--- src/rtl/dds_wave_gen_if.sv ---
// Selection/tuning inputs and DAC sample outputs of the DDS waveform generator.
// DDS_AMP_SCALE_EN adds the amp_shift control.
interface dds_wave_gen_if #(
   parameter int unsigned PHASE_W = 32
);
   logic [3:0]         wave_select;
   logic [PHASE_W-1:0] freq_word;
   logic               en;
`ifdef DDS_AMP_SCALE_EN
   logic [1:0]         amp_shift;
`endif
   logic [7:0]         dac_data;
   logic               dac_valid;

`ifdef DDS_AMP_SCALE_EN
   modport master (output wave_select, freq_word, en, amp_shift, input dac_data, dac_valid);
   modport slave  (input wave_select, freq_word, en, amp_shift, output dac_data, dac_valid);
`else
   modport master (output wave_select, freq_word, en, input dac_data, dac_valid);
   modport slave  (input wave_select, freq_word, en, output dac_data, dac_valid);
`endif
endinterface

--- src/rtl/dds_wave_gen.sv ---
// Phase-accumulator DDS: accumulate -> address -> sample, producing an 8-bit unsigned DAC word.
// Optional DDS_AMP_SCALE_EN: arithmetic-shift amplitude scaling about midscale in the sample stage.
module dds_wave_gen #(
   parameter int unsigned PHASE_W      = 32,
   parameter logic [7:0]  PHASE_OFFSET = 8'd0
) (
   input logic           sys_clk,
   input logic           sys_rst_n,
   dds_wave_gen_if.slave bus
);
   localparam int unsigned ADDR_W  = 8;
   localparam int unsigned QUART_W = 7;

   // round(127*sin(pi/2*k/64)), k = 0..64
   localparam logic [QUART_W-1:0] QSIN [65] = '{
      7'd0,   7'd3,   7'd6,   7'd9,   7'd12,  7'd16,  7'd19,  7'd22,  7'd25,  7'd28,
      7'd31,  7'd34,  7'd37,  7'd40,  7'd43,  7'd46,  7'd49,  7'd51,  7'd54,  7'd57,
      7'd60,  7'd63,  7'd65,  7'd68,  7'd71,  7'd73,  7'd76,  7'd78,  7'd81,  7'd83,
      7'd85,  7'd88,  7'd90,  7'd92,  7'd94,  7'd96,  7'd98,  7'd100, 7'd102, 7'd104,
      7'd106, 7'd107, 7'd109, 7'd111, 7'd112, 7'd113, 7'd115, 7'd116, 7'd117, 7'd118,
      7'd120, 7'd121, 7'd122, 7'd122, 7'd123, 7'd124, 7'd125, 7'd125, 7'd126, 7'd126,
      7'd126, 7'd127, 7'd127, 7'd127, 7'd127
   };

   logic [PHASE_W-1:0] acc;
   logic [3:0]         sel_q;
   logic               en_p1;
   logic [ADDR_W-1:0]  addr;
   logic [3:0]         sel_p2;
   logic               en_p2;
   logic [7:0]         dac_q;
   logic               valid_q;

   logic [QUART_W-1:0] qidx_c;
   logic [QUART_W-1:0] qval_c;
   logic [7:0]         wave_c;
   logic [7:0]         sample_c;

   // Waveform mapping of the stage-2 address; non-one-hot selections park at midscale
   always_comb begin
      qidx_c = addr[6] ? (7'd64 - QUART_W'(addr[5:0])) : QUART_W'(addr[5:0]);
      qval_c = QSIN[qidx_c];
      wave_c = 8'd128;
      case (sel_p2)
         4'b0001: wave_c = addr[7] ? (8'd128 - 8'(qval_c)) : (8'd128 + 8'(qval_c));
         4'b0010: wave_c = addr[7] ? 8'd0 : 8'd255;
         4'b0100: wave_c = addr[7] ? (8'd255 - {addr[6:0], 1'b0}) : {addr[6:0], 1'b0};
         4'b1000: wave_c = addr;
         default: wave_c = 8'd128;
      endcase
   end

`ifdef DDS_AMP_SCALE_EN
   logic signed [8:0] diff_c;
   logic signed [8:0] scaled_c;

   // Scale the excursion from midscale; the sign-preserving shift keeps the result in 0..255
   always_comb begin
      diff_c   = $signed({1'b0, wave_c}) - 9'sd128;
      scaled_c = diff_c >>> bus.amp_shift;
      sample_c = 8'(scaled_c + 9'sd128);
   end
`else
   assign sample_c = wave_c;
`endif

   // A selection change restarts the phase and overrides any increment in that cycle
   always_ff @(posedge sys_clk or negedge sys_rst_n) begin
      if (!sys_rst_n) begin
         acc     <= '0;
         sel_q   <= 4'b0000;
         en_p1   <= 1'b0;
         addr    <= '0;
         sel_p2  <= 4'b0000;
         en_p2   <= 1'b0;
         dac_q   <= 8'd128;
         valid_q <= 1'b0;
      end else begin
         sel_q <= bus.wave_select;
         en_p1 <= bus.en;
         if (bus.wave_select != sel_q) begin
            acc <= '0;
         end else if (bus.en) begin
            acc <= acc + bus.freq_word;
         end
         addr    <= acc[PHASE_W-1 -: ADDR_W] + PHASE_OFFSET;
         sel_p2  <= sel_q;
         en_p2   <= en_p1;
         dac_q   <= sample_c;
         valid_q <= en_p2;
      end
   end

   assign bus.dac_data  = dac_q;
   assign bus.dac_valid = valid_q;
endmodule

--- src/flat_wrapper.sv ---
// flat-port wrapper written by rule: the top's interface ports become plain ports
module dds_wave_gen_flat 
#(
   parameter int unsigned PHASE_W      = 32,
   parameter logic [7:0]  PHASE_OFFSET = 8'd0
)
  (sys_clk, sys_rst_n, bus_wave_select, bus_freq_word, bus_en, bus_dac_data, bus_dac_valid);
  dds_wave_gen_if #(.PHASE_W(PHASE_W)) bus_i ();
  input logic sys_clk;
  input logic sys_rst_n;
  input wire logic [$bits(bus_i.wave_select)-1:0] bus_wave_select;
  input wire logic [$bits(bus_i.freq_word)-1:0] bus_freq_word;
  input wire logic [$bits(bus_i.en)-1:0] bus_en;
  output wire logic [$bits(bus_i.dac_data)-1:0] bus_dac_data;
  output wire logic [$bits(bus_i.dac_valid)-1:0] bus_dac_valid;
  assign bus_i.wave_select = bus_wave_select;
  assign bus_i.freq_word = bus_freq_word;
  assign bus_i.en = bus_en;
  assign bus_dac_data = bus_i.dac_data;
  assign bus_dac_valid = bus_i.dac_valid;
  dds_wave_gen #(.PHASE_W(PHASE_W), .PHASE_OFFSET(PHASE_OFFSET)) u_core (.sys_clk(sys_clk), .sys_rst_n(sys_rst_n), .bus(bus_i));
endmodule
--- config.mk ---
export PLATFORM = sky130hd
export DESIGN_NAME = dds_wave_gen_flat
export DESIGN_NICKNAME = d
export VERILOG_FILES = /design/src/rtl/dds_wave_gen_if.sv /design/src/rtl/dds_wave_gen.sv /design/src/flat_wrapper.sv
export SDC_FILE = /design/constraint.sdc
export NUM_CORES = 1
export LEC_CHECK = 0
export CAP_MARGIN = 20
export CORE_MARGIN = 5
export CORE_UTILIZATION = 41
export CTS_CLUSTER_DIAMETER = 30
export DETAILED_ROUTE_END_ITERATION = 10
export GPL_TIMING_DRIVEN = 0
export MAX_ROUTING_LAYER = met4
export PLACE_DENSITY = 0.6
export SLEW_MARGIN = 40
export SYNTH_ARGS = -nofsm -noshare
export SYNTH_HDL_FRONTEND = slang
export SYNTH_SLANG_ARGS = --single-unit
--- constraint.sdc ---
create_clock -name sys_clk -period 4.71 [get_ports sys_clk]
set_input_delay 1.1775 -clock sys_clk [delete_from_list [all_inputs] [get_ports sys_clk]]
set_output_delay 1.1775 -clock sys_clk [all_outputs]
set_load 0.01 [all_outputs]
======== Yosys cells after proc, flatten, opt, wreduce, memory -nomap -nowiden ========
Memory sizes are Yosys's and may differ from the RTL's.
Cells that the tools add are included.
storage, ports and cells
  register bits after elaboration ......... 59
  latch bits .............................. 0
  bits in writable memories ............... 0
  bits in read-only memories .............. 896
  input bits .............................. 39
  memories kept ........................... 1
memory list
  memory           depth  width  rd ports  clocked after memory_dff  wr ports  RTL line            text
  (no name shown)  128    7      1         0                         0         dds_wave_gen.sv:42  qval_c = QSIN[qidx_c];
cells by class
  add/sub/neg operators ................... 5
  multiply operators ...................... 0
  divide/modulo/power cells ............... 0
  order comparisons ....................... 1
  equality and inequality tests ........... 5
  shifts and indexed selects .............. 0
  multiplexer cells ....................... 9
  bitwise logic cells ..................... 1
  reductions and logical operators ........ 1
operators with widths
  operator                                                               number
  32-bit two-way mux                                                     2
  32-bit adder                                                           1
  8-bit one-hot mux with 4 select lines                                  1
  8-bit two-way mux                                                      3
  7-bit two-way mux                                                      3
  8-bit by 7-bit adder with 8-bit output, first input constant           1
  8-bit >= comparator, second input constant                             1
  7-bit inverter with 8-bit output                                       1
  8-bit by 7-bit subtractor with 8-bit output, first input constant      1
  8-bit subtractor, first input constant                                 1
  7-bit by 6-bit subtractor with 7-bit output, first input constant      1
  4-bit by 1-bit equality test with 1-bit output, second input constant  1
  4-bit by 2-bit equality test with 1-bit output, second input constant  1
  4-bit by 3-bit equality test with 1-bit output, second input constant  1
  4-bit equality test, second input constant                             1
  4-bit inequality test                                                  1
  2-bit nonzero test                                                     1

======== Depth between registers and ports, before layout ========
  word-level depth ........................ 9
  mapped depth ............................ 18

======== Least setup slack after synthesis ========
OpenSTA, ideal clock, no wires.
  kind .................................... input -> register
  from .................................... input bus_freq_word[0]
  to ...................................... register u_core.acc[28]
  library setup time ...................... 0.155 ns
  arrival time ............................ 3.518 ns
  data required time ...................... 4.555 ns
  path slack .............................. 1.037 ns
  cell stages on the path ................. 11
  cells stage by stage .................... ha_1 > fa_1 > a21o_1 > a221o_1 > nand3_1 > nand3_1 > a41oi_1 > o21ai_0 > a31oi_1 > mux2i_1 > o311ai_0
on the way
  longest elaborated chain between the ends .. 3
RTL lines
  what                  RTL line            text
  from (decl)           flat_wrapper.sv:12  input wire logic [$bits(bus_i.freq_word)-1:0] bus_freq_word;
  32-bit adder          dds_wave_gen.sv:84  acc <= acc + bus.freq_word;
  32-bit two-way mux    dds_wave_gen.sv:83  end else if (bus.en) begin
  32-bit two-way mux    dds_wave_gen.sv:81  if (bus.wave_select != sel_q) begin
  to (signal assigned)  dds_wave_gen.sv:84
  to (decl)             dds_wave_gen.sv:25  logic [PHASE_W-1:0] acc;
No other way between the ends. The select of a mux whose other input is x is not followed.
A chain may end at the register's enable or synchronous reset.

======== Worst setup path in the final report ========
Ends and elaborated chain as after synthesis.

==> results.cfg <==
[setup_path]
worstSetupPathType = input port to register
critPathLaunchType = input port
worst_ep_required_time_ns = 4.88
worst-path-buf-inv = 1
crit_slowest_cell = a41oi_1
crit_top_cell = nand3_1
cp_cell_sequence = clkdlybuf4s50_1 -> ha_1 -> fa_1 -> a21o_1 -> a221o_1 -> nand3_1 -> nand3_1 -> a41oi_1 -> o21ai_0 -> a31oi_1 -> mux2i_1 -> o311ai_0
cp_top_family = compound AO/OA/AOI/OAI gates
worst-path-max-fanout = 4
cp_slowest_stage_delay_ns = 0.43
arrival_ns = 4.53
end_kind = register

[sta]
max_freq_mhz = 229
tightest_slew_ns = 0.668
finalCritPeriodShare_pct = 92.5
slew_headroom_pct = 55.4
fin_worst_skew_ns = 0.00375
final_hold_viol_count = 0
whs_ns = 0.356
min_period_ns = 4.36
fin_tns_setup_ns = 0
maxSlewViolCount = 0
rsz0062_at_grt = false
setup_violations = 0

[clocking]
ctsRootBufferMaster = clkbuf_16
insertion_delay_ns = 0.33
cts_tree = done
clock_sinks = 59
htreeDepth = 3
path_clk_slew_ns = 0.05
clockBufferDepth = 2
numCtsBuffers = 9

[floorplan]
rows = 40
die_x_um = 120
dieArea_um2 = 14300
core-area_um2 = 11900
dieHeight_um = 120
pin_count = 48
start_util_pct = 41.5

[finish]
fill_cells = 1151
antenna_cells = 0
nets = 696
regArea_um2 = 1480
utilization_pct = 50.0
multi_input_area_um2 = 3260
area_growth_syn_to_layout_pct = 20.6
final_cells = 768
final_layout_size_suffix_gt1_share_pct = 7.73

[logic_synthesis]
syn_nets = 637
yosys-top-cells-count = 58 x dfrtp_1, 50 x nor2_1, 40 x ha_1, 31 x o21ai_0, 30 x a21oi_1
synth.avg_cell_area_um2 = 8.87
synth_area_um2 = 4940
post-synth-top-count-cell = dfrtp_1
ys.flop_type = dfrtp_1
async_flop_share_pct = 100
synth_edf_count = 0
synth_area_leader_cell = dfrtp_1
synth_top_area_share_pct = 29.4
synth.area.top_cells = dfrtp_1 29%, ha_1 10%, mux2i_1 4.5%, xnor2_1 3.9%, nor2_1 3.8%
yosysSeqAreaShare_pct = 29.9
syn_inst = 557
yosysWarnings = 0
synth.distinct_cells = 75
ys_ff_latch = 59

[drt]
postRouteAntennaNets = 0
vias = 4453
drc = 0
wirelength_um = 13100
avgViaCountPerCell = 5.80
first_iter_violations = 285
wl_per_cell_um = 17.0
dr.pass1.iters = 5

[place]
gp_congestion = 0.910
hpwl_um = 9970
dp_cells = 752
port_buffers = 47

[run]
maxCapViolations = 0

[min_path]
min_path_type = register to register

[grt]
grt_usage_pct = 19.6
antenna_found_initial = 0
grt.overflow.total = 0
grt_pass1_vias = 4416
grt_pass1_wl_um = 22000
grt_max_degree = 31

[status]
outcome = finished clean

[power_and_ir_drop]
leakage_nw = 2.79
p_per_area_nw_per_um2 = 258
ir_drop_mv = 0.256
per-layer routing:
| layer | global-route usage [%] | share of wire (%) | up-vias |
|---|---|---|---|
| met4 | 6.08 | 1.6 | 0 |
| met2 | 33.3 | 51 | 103 |
| met3 | 4.10 | 3.4 | 17 |
| met5 | - | 0 | - |
| met1 | 23.3 | 44 | 2133 |
| li1 | - | - | 2200 |
cells in the final DEF (no fill, tap or decap), types with 4 or more instances in the layout:
cell / netlist / final
mux2i_1: 22 / 22
clkbuf_1: 17 / 18
and3_1: 6 / 6
nand3_1: 17 / 17
nor3_1: 19 / 19
xor2_1: 18 / 18
buf_1: 5 / 4
or3_1: 4 / 4
clkbuf_16: 0 / 9
dfrtp_1: 58 / 58
nor3b_1: 6 / 6
nand4_1: 10 / 10
a21oi_1: 30 / 30
nor2b_1: 4 / 4
a31o_2: 5 / 5
o2111ai_1: 4 / 4
nand2b_1: 6 / 6
a211o_1: 4 / 4
buf_2: 7 / 7
inv_1: 19 / 19
a221oi_1: 8 / 8
ha_1: 40 / 40
xnor2_1: 22 / 22
a211oi_1: 6 / 6
o21ai_0: 31 / 31
clkdlybuf4s50_1: 0 / 46
a31oi_1: 9 / 9
nor2_1: 50 / 50
o211ai_1: 8 / 8
a21o_1: 24 / 24
nand2_1: 27 / 27
through the flow:
stage / cell area, µm² / setup WS [ns] / power, mW
3_3_place_gp: 5600 / 0.0157 / 0.781
6_report: 5960 / 0.352 / 1.54
2_1_floorplan: 4940 / 1.04 / 0.691
4_1_cts: 5960 / 0.184 / 1.56
3_5_place_dp: 5610 / 0.0222 / 0.787
5_1_grt: 5960 / 0.176 / 1.61
kinds of logic (layout without fill, tap and decap cells):
group                    Yosys count  after routing  share of synthesized area, %
AND/OR/NAND/NOR                  168            168                          17.2
AO/OA/AOI/OAI                    170            170                          24.4
buffers and inverters             50            114                          4.13
flip-flops                        59             59                          29.9
multiplexers                      26             26                          5.82
XOR/XNOR                          42             42                          7.75
adder cells (fa/ha/maj)           42             42                          10.7
worst reg2reg max path: cells and delay by family, from the launching register on:
kind                       cells  cell delay, ns
AOI/OAI and AO/OA              4            0.97
buffers and inverters          4            0.76
and+or+nand+nor                5            0.76
adders and majority gates      3            0.71
muxes                          2            0.49
DFF                            1            0.44
what timing repair did:
item | 4_1_cts | 5_1_grt
setup buffers | 0 | 0
resized for setup | 0 | 1
hold buffers | 0 | 0
hold endpoints to repair | 0 | 0
setup endpoints to repair | 0 | 2
state kept, by name (all words and copies together) (netlist names):
register and flops:
u_core.acc 32, u_core.addr 8, u_core.bus.dac_data 8, u_core.bus.dac_valid 1, u_core.en_p1 1, u_core.en_p2 1, u_core.sel_p2 4, u_core.sel_q 4
power breakdown:
part | internal (mW) | switching (mW)
Clock | 0.529 | 0.228
Combinational | 0.111 | 0.137
Sequential | 0.522 | 0.00980
Total | 1.16 | 0.375
final cells by class:
class	instances	area share [%]
clock buffers	11	4.07
flip-flops and latches	59	24.8
repair buffers	48	8.19
inverters	20	1.26
plain buffers	30	2.18
clock inverters	5	1.68
multi-input cells	448	54.7
well taps	147	3.09
final timing paths:
kind | slack, ns | depth (start not counted) | startpoint | end
setup / recovery | 0.35 | 12 | bus_freq_word[0] | u_core.acc[28]
hold / removal | 0.36 | 0 | u_core.en_p2 | u_core.bus.dac_valid
setup reg to reg | 0.44 | 18 | u_core.addr[0] | u_core.bus.dac_data[6]
hold reg to reg | 0.36 | 0 | u_core.en_p2 | u_core.bus.dac_valid
max in group asynchronous | 3.42 | 2 | sys_rst_n | u_core.acc[21]
min in group asynchronous | 0.78 | 1 | sys_rst_n | u_core.bus.dac_data[1]
Power figures use the tool's default switching activity.
